### config.mk
export PLATFORM = sky130hd
export DESIGN_NAME = seven_segment_scan_driver
export DESIGN_NICKNAME = d
export VERILOG_FILES = /design/src/rtl/seven_segment_scan_driver.sv
export SDC_FILE = /design/constraint.sdc
export NUM_CORES = 1
export LEC_CHECK = 0
export ABC_AREA = 1
export BUFFER_PORTS_ARGS = -buffer_cell sky130_fd_sc_hd__buf_2
export CAP_MARGIN = 25
export CORE_AREA = 2 2 87 89
export CTS_CLUSTER_SIZE = 24
export DETAILED_ROUTE_END_ITERATION = 10
export DIE_AREA = 0 0 89 91
export SETUP_SLACK_MARGIN = 0.05
export SLEW_MARGIN = 5
export SYNTH_ARGS = -nofsm -noshare
export SYNTH_HDL_FRONTEND = slang
export SYNTH_SLANG_ARGS = --single-unit
### constraint.sdc
create_clock -name clk -period 2.41 [get_ports clk]
set_input_delay 0.1205 -clock clk [delete_from_list [all_inputs] [get_ports clk]]
set_output_delay 0.1205 -clock clk [all_outputs]
set_load 0.05 [all_outputs]
### src/rtl/seven_segment_scan_driver.sv
// Multiplexed N-digit common-anode 7-segment scan driver.
// Scans one digit per slot. Each slot opens with a dark guard window.
// Brightness is set by PWM. Leading zeros can be blanked.
// Display data is captured once per frame so a frame never mixes old and new values.
module seven_segment_scan_driver #(
  parameter int NUM_DIGITS   = 4,
  parameter int REFRESH_DIV  = 100000,
  parameter int GUARD_CYCLES = 2,
  parameter int BRIGHT_W     = 4
) (
  input  logic                    clk,
  input  logic                    reset_n,
  input  logic [4*NUM_DIGITS-1:0] data,
  input  logic [NUM_DIGITS-1:0]   dp_in,
  input  logic [NUM_DIGITS-1:0]   digit_en,
  input  logic                    blank_lz,
  input  logic [BRIGHT_W-1:0]     brightness,
  output logic                    CA,
  output logic                    CB,
  output logic                    CC,
  output logic                    CD,
  output logic                    CE,
  output logic                    CF,
  output logic                    CG,
  output logic                    DP,
  output logic [NUM_DIGITS-1:0]   AN
);

  localparam int SLOT_W = (REFRESH_DIV > 1) ? $clog2(REFRESH_DIV) : 1;
  localparam int IDX_W  = (NUM_DIGITS > 1) ? $clog2(NUM_DIGITS) : 1;
  localparam logic [SLOT_W-1:0] SLOT_LAST = SLOT_W'(REFRESH_DIV - 1);
  localparam logic [SLOT_W-1:0] GUARD_END = SLOT_W'(GUARD_CYCLES);
  localparam logic [IDX_W-1:0]  IDX_LAST  = IDX_W'(NUM_DIGITS - 1);

  // Hex nibble to segment pattern, ABCDEFG order, 1 = segment on.
  function automatic logic [6:0] hex_decode(input logic [3:0] nib);
    case (nib)
      4'h0:    hex_decode = 7'b1111110;
      4'h1:    hex_decode = 7'b0110000;
      4'h2:    hex_decode = 7'b1101101;
      4'h3:    hex_decode = 7'b1111001;
      4'h4:    hex_decode = 7'b0110011;
      4'h5:    hex_decode = 7'b1011011;
      4'h6:    hex_decode = 7'b1011111;
      4'h7:    hex_decode = 7'b1110000;
      4'h8:    hex_decode = 7'b1111111;
      4'h9:    hex_decode = 7'b1111011;
      4'hA:    hex_decode = 7'b1110111;
      4'hB:    hex_decode = 7'b0011111;
      4'hC:    hex_decode = 7'b1001110;
      4'hD:    hex_decode = 7'b0111101;
      4'hE:    hex_decode = 7'b1001111;
      4'hF:    hex_decode = 7'b1000111;
      default: hex_decode = 7'b0000000;
    endcase
  endfunction

  logic [SLOT_W-1:0]       r_slot_cnt;
  logic [IDX_W-1:0]        r_idx;
  logic [BRIGHT_W-1:0]     r_pwm_cnt;
  logic [4*NUM_DIGITS-1:0] r_shadow_data;
  logic [NUM_DIGITS-1:0]   r_shadow_dp;
  logic                    r_load_pending;
  logic [NUM_DIGITS-1:0]   r_an;
  logic [6:0]              r_seg_n;
  logic                    r_dp_n;

  logic                    w_tick;
  logic                    w_frame_wrap;
  logic [NUM_DIGITS-1:0]   w_blank;
  logic                    w_chain;
  logic [3:0]              w_cur_nib;
  logic                    w_cur_dp;
  logic                    w_bright_ok;
  logic                    w_lit;
  logic [NUM_DIGITS-1:0]   w_an_next;

  assign w_tick       = (r_slot_cnt == SLOT_LAST);
  assign w_frame_wrap = w_tick && (r_idx == IDX_LAST);

  // Slot timer, digit index and free-running PWM counter.
  always_ff @(posedge clk or negedge reset_n) begin
    if (!reset_n) begin
      r_slot_cnt <= '0;
      r_idx      <= '0;
      r_pwm_cnt  <= '0;
    end else begin
      r_pwm_cnt <= r_pwm_cnt + BRIGHT_W'(1);
      if (w_tick) begin
        r_slot_cnt <= '0;
        if (r_idx == IDX_LAST) begin
          r_idx <= '0;
        end else begin
          r_idx <= r_idx + IDX_W'(1);
        end
      end else begin
        r_slot_cnt <= r_slot_cnt + SLOT_W'(1);
      end
    end
  end

  // Frame-coherent capture of display data: once after reset, then at every frame wrap.
  always_ff @(posedge clk or negedge reset_n) begin
    if (!reset_n) begin
      r_shadow_data  <= '0;
      r_shadow_dp    <= '0;
      r_load_pending <= 1'b1;
    end else if (r_load_pending || w_frame_wrap) begin
      r_shadow_data  <= data;
      r_shadow_dp    <= dp_in;
      r_load_pending <= 1'b0;
    end else begin
      r_load_pending <= 1'b0;
    end
  end

  // Leading-zero blanking: walk down from the top digit while digits stay zero with no DP.
  always_comb begin
    w_blank = '0;
    w_chain = blank_lz;
    for (int i = NUM_DIGITS - 1; i >= 1; i--) begin
      w_chain    = w_chain && (r_shadow_data[4*i +: 4] == 4'h0) && !r_shadow_dp[i];
      w_blank[i] = w_chain;
    end
  end

  // Decide whether the current digit is lit, and build the next anode pattern.
  always_comb begin
    w_cur_nib   = r_shadow_data[{r_idx, 2'b00} +: 4];
    w_cur_dp    = r_shadow_dp[r_idx];
    w_bright_ok = (brightness == '1) || (r_pwm_cnt < brightness);
    w_lit       = digit_en[r_idx] && !w_blank[r_idx] &&
                  (r_slot_cnt >= GUARD_END) && w_bright_ok;
    w_an_next   = '1;
    for (int i = 0; i < NUM_DIGITS; i++) begin
      w_an_next[i] = !(w_lit && (r_idx == IDX_W'(i)));
    end
  end

  // Registered pin drivers. Reset darkens the display immediately, without waiting for clk.
  always_ff @(posedge clk or negedge reset_n) begin
    if (!reset_n) begin
      r_an    <= '1;
      r_seg_n <= 7'b1111111;
      r_dp_n  <= 1'b1;
    end else begin
      r_an <= w_an_next;
      if (w_lit) begin
        r_seg_n <= ~hex_decode(w_cur_nib);
        r_dp_n  <= ~w_cur_dp;
      end else begin
        r_seg_n <= 7'b1111111;
        r_dp_n  <= 1'b1;
      end
    end
  end

  assign AN = r_an;
  assign CA = r_seg_n[6];
  assign CB = r_seg_n[5];
  assign CC = r_seg_n[4];
  assign CD = r_seg_n[3];
  assign CE = r_seg_n[2];
  assign CF = r_seg_n[1];
  assign CG = r_seg_n[0];
  assign DP = r_dp_n;

endmodule

Word-level counts from Yosys, hierarchy flattened --
Memories as Yosys holds them, arrays and structs flattened. Cells that the tools add are included.
Cells by class: reductions and logical operators 28, magnitude comparators 3, bitwise gates (word level) 2, shifts and indexed selects 1, eq/ne operators 5, add/sub/neg operators 3, muxes and demuxes 11
Operator list (number):
- $add A17 B1 Y17 const B | 1
- $eq A17 B17 Y1 const B | 1
- $ge A17 B2 Y1 const B | 1
- $mux W17 | 1
- $shiftx A16 B5 Y4 | 1
- $logic_and A1 B1 Y1 | 14
- $mux W7 | 2
- $logic_not A4 Y1 | 3
- $logic_not A1 Y1 | 8
- $not A7 Y7 | 1
- $bmux W1 S2 | 3
- $add A4 B1 Y4 const B | 1
- $eq A2 B2 Y1 const B | 2
- $eq A4 B4 Y1 const B | 1
- $lt A4 B4 Y1 | 1
- $mux W1 | 4
- $lt A2 B3 Y1 const B | 1
- $add A2 B1 Y2 const B | 1
- $eq A2 B1 Y1 const B | 1
- $logic_not A2 Y1 | 1
- $logic_or A1 B1 Y1 | 2
- $mux W2 | 1
- $not A1 Y1 | 1
Word-level totals: memories kept 1, register bits after elaboration 56, input port bits 31, ROM bits 112
Memory list:
- (name not given) | words 16, width 7, rd ports 1, clocked after Yosys merged registers in 0, wr ports 0, RTL line 37 | case (nib)

Longest topological paths before layout --
word-level depth 16, gate-level depth with buffers 14, mapped depth without buffers 13

Worst setup path before layout --
Ideal clock, no wire load.
kind register to register, from register r_idx[0], to register r_seg_n[6], stages on the path, launching flop included 13, path buffers 1, data required time 2.329 ns, setup time 0.081 ns, arrival 1.579 ns, setup slack 0.749 ns, path through dfrtp_1 -> inv_2 -> buf_6 -> nand2_1 -> nand3_1 -> nand2_1 -> inv_1 -> ha_1 -> nand3b_1 -> nand3_1 -> nand2_1 -> inv_1 -> nand2_1
On the way: longest elaborated chain between the ends 7, elaborated cells between the ends (all ways) 13
RTL lines:
- start: declaration | RTL line 59 | logic [IDX_W-1:0] r_idx;
- start signal: assignment | RTL line 94 | r_idx <= r_idx + IDX_W'(1);
- branches (longest 6 deep; another with $mem_v2 Z16 W7)
- $mux W7 * | RTL line 148 | if (w_lit) begin
- end signal: assignment | RTL line 149 | r_seg_n <= ~hex_decode(w_cur_nib);
- end: declaration | RTL line 65 | logic [6:0] r_seg_n;
Mark *: on every way between the ends. The select of a mux whose other input is x is not followed. A chain may end at the register's enable or synchronous reset.

Final worst setup path --
from register r_idx[1], to register r_seg_n[6]
The elaborated chain is that of the path after synthesis.

==> flow_summary_export.csv <==
group,metric,value,unit
layout,num_antenna_cells,0,
job,drv_cap,0,
clock_tree,clock-sinks,56,
sta,rsz0062_at_grt,"no",
pwr,power_density,549.9,nW/um^2
critical_path,cp_num_buf_inv,3,
sta,slew_violations,0,
yosys,synth_ff_type,"dfrtp_1",
critical_path,path_common_cell,"nand2_1",
floorplan,die_y,91,um
sta,slew_headroom,0.5621,
placed_design,gp_congestion,0.9016,
detailed_routing,dr_total_vias,2566,
clock_tree,numCtsBuffers,5,
floorplan,rows,31,
yosys,synth_cell_type_count,30,
yosys,synthCells,402,
critical_path,startpoint_type,"flip-flop",
clock_tree,cts_resized,0,
layout,area_growth,15.12,%
yosys,synth_edf_count,0,
clock_tree,cts_tree,"built",
floorplan,dieArea,8099,um^2
critical_path,cp_top_family,"simple AND/OR/NAND/NOR gates",
yosys,synth_seq_area_share,0.4556,
sta,finalSetupViolCount,0,
yosys,syn_nets,448,
clock_tree,clk-insertion-delay-late,0.30,ns
placed_design,hpwl,4920,um
critical_path,timing_worst_setup_path_type,"flip-flop to flip-flop",
global_routing,grt_pass1_wl,11140,um
pwr,p_leak,0.001902,uW
floorplan,ios,43,
global_routing,grt_usage,0.1732,
sta,fin_tns_setup,0,ns
sta,max_freq,562.3,MHz
detailed_routing,via_per_inst,4.657,
clock_tree,clockBufferDepth,2,
floorplan,start_util,0.4360,
yosys,yosys_warnings,0,
clock_tree,cts_root_buf,"clkbuf_8",
detailed_routing,ant_nets,0,
sta,fin_crit_sh,0.7379,
global_routing,first_global_vias,2429,
floorplan,core_area,7137,um^2
layout,nNetsFinal,497,
critical_path,endpoint_kind,"flip-flop",
critical_path,crit_path_start,"r_idx[1]",
yosys,ys_async_sr_fraction,1.000,
detailed_routing,post_drt_wl_per_cell,11.61,um
yosys,synth.top_cells.by_count,"nand2_1 (134), nand3_1 (48), dfrtp_1 (43)",
sta,period_minus_slack,1.778,ns
critical_path,crit_path_max_fanout,11,
critical_path,crit_chain,"inv_2 -> nand3_1 -> nand2_1 -> inv_1 -> ha_1 -> nand3b_1 -> nand3_1 -> nand2_1 -> inv_1 -> nand2_1",
clock_tree,clk_pin_slew,0.10,ns
clock_tree,cts_max_level,2,
yosys,synth_area_leaders,"dfrtp_1 (35%), nand2_1 (16%), dfstp_2 (11%)",
pwr,power.total,1970,uW
global_routing,grt_max_degree,31,
detailed_routing,dr.pass1.iters,4,
yosys,synth_top_area_cell,"dfrtp_1",
pwr,vdd_drop_max,0.3759,mV
sta,fin_skew,0.006648,ns
yosys,syn_area_per_cell,7.741,um^2
sta,worstMarginPinSlew,0.6561,ns
critical_path,critical_path_arrival,2.00,ns
min_path,hold_path.class,"input pin to flip-flop",
layout,layoutNonFillerInstCount,551,
critical_path,rr_startpoint,"r_idx[1]",
yosys,synth_top_area_share,0.3458,
yosys,syn-cell-area,3112,um^2
global_routing,antenna_found_initial,0,
detailed_routing,post-route-drc-count,0,
sta,final-hold-violation-count,0,
run_status,status,"finished clean",
min_path,min_from,"data[13]",
detailed_routing,first_iter_violations,103,
yosys,synth-seq-cells,56,
critical_path,slowest_delay,0.50,ns
global_routing,grt_overflow_total,0,
critical_path,cpMaxStageDelayCell,"dfrtp_1",
placed_design,place_inst,538,
layout,final_layout_size_suffix_gt1_frac,0.1858,
floorplan,chipWidth,89,um
detailed_routing,wirelength,6399,um
critical_path,r2r_slack,0.63,ns
placed_design,port_buffers,42,
critical_path,crit_required,2.63,ns
yosys,synth.most_common_cell,"nand2_1",
kinds of logic (layout without fill, tap and decap cells):
family | Yosys count | in the layout | share of synthesized area
simple gates | 249 | 249 | 0.3478
flops | 56 | 56 | 0.4556
buf+inv | 54 | 104 | 0.07680
fa+ha+maj | 15 | 15 | 0.06031
compound gates | 15 | 15 | 0.02453
xor+xnor | 12 | 12 | 0.03378
other cells | 1 | 1 | 0.001205
through the flow:
step                      instance area (um^2)  utilization  hold WS, ns  setup WS, ns
final                                     3582       0.5019     0.004156        0.6317
after global routing                      3582       0.5019     0.004643        0.3496
after CTS                                 3582       0.5019     0.001063        0.6201
after detailed placement                  3406       0.4772       0.1543        0.6341
after global placement                    3406       0.4772       0.1537        0.6951
after floorplan                           3112            -      -0.1751        0.7493
final timing paths:
kind                       depth (start not counted)           endpoint
max                                               10         r_seg_n[6]
min                                                3  r_shadow_data[13]
max reg2reg                                       10         r_seg_n[6]
min reg2reg                                        1       r_pwm_cnt[3]
max in group asynchronous                          3     r_load_pending
min in group asynchronous                          3     r_slot_cnt[16]
final cells by class:
| type | instances | area, um^2 |
|---|---|---|
| Timing Repair Buffer | 51 | 290.3 |
| Sequential cell | 56 | 1418 |
| Tap cell | 99 | 123.9 |
| Clock inverter | 1 | 30.03 |
| Clock buffer | 7 | 96.34 |
| Inverter | 45 | 168.9 |
| Multi-Input combinational cell | 292 | 1455 |
| Fill cell | 742 | 3555 |
power breakdown:
part,switching (uW),internal (uW)
logic,185,92.5
registers,28.5,997
clock network,300,367
total,513,1460
sequential cells by signal, summed over array words and instances (netlist names):
signal          cells
AN                  4
DP                  1
r_idx               2
r_load_pending      1
r_pwm_cnt           4
r_seg_n             7
r_shadow_data      16
r_shadow_dp         4
r_slot_cnt         17
per-layer routing:
metal / up-vias / track usage / share of wire
met5: - / 0 / 0
met4: 0 / 0.05597 / 0.023
met3: 12 / 0.03000 / 0.032
met2: 57 / 0.2736 / 0.46
met1: 1148 / 0.2404 / 0.48
li1: 1349 / - / -
what timing repair did:
| item | 4_1_cts | 5_1_grt |
|---|---|---|
| endpoints found under the hold margin | 47 | 0 |
| hold buffers | 5 | 0 |
| setup buffers | 0 | 0 |
worst register-to-register path, cell delays in order, from the launching register on:
cell and delay [ns]:
dfrtp_1 0.50, inv_2 0.21, nand3_1 0.10, nand2_1 0.15
inv_1 0.11, ha_1 0.22, nand3b_1 0.17, nand3_1 0.09
nand2_1 0.05, inv_1 0.04, nand2_1 0.04
cell usage in the layout, fill, tap and decap left out, types with 2 or more instances in the layout:
cell type | netlist | layout
inv_1 | 42 | 42
nand2_2 | 4 | 4
o21ai_1 | 2 | 2
nor3_1 | 6 | 6
clkbuf_8 | 0 | 7
nand2_1 | 134 | 134
dlygate4sd3_1 | 0 | 5
buf_2 | 2 | 42
a21oi_1 | 5 | 5
nor2_2 | 4 | 4
xor2_1 | 10 | 10
dfrtp_1 | 43 | 43
nand3_1 | 48 | 48
dfstp_2 | 13 | 13
inv_2 | 3 | 3
o21ai_0 | 7 | 7
nor2_1 | 38 | 38
nand3b_1 | 2 | 2
xnor2_1 | 2 | 2
nand4_1 | 5 | 5
buf_4 | 1 | 4
ha_1 | 15 | 15
nand3_2 | 3 | 3
No activity file was read; power rests on OpenSTA's default activity.
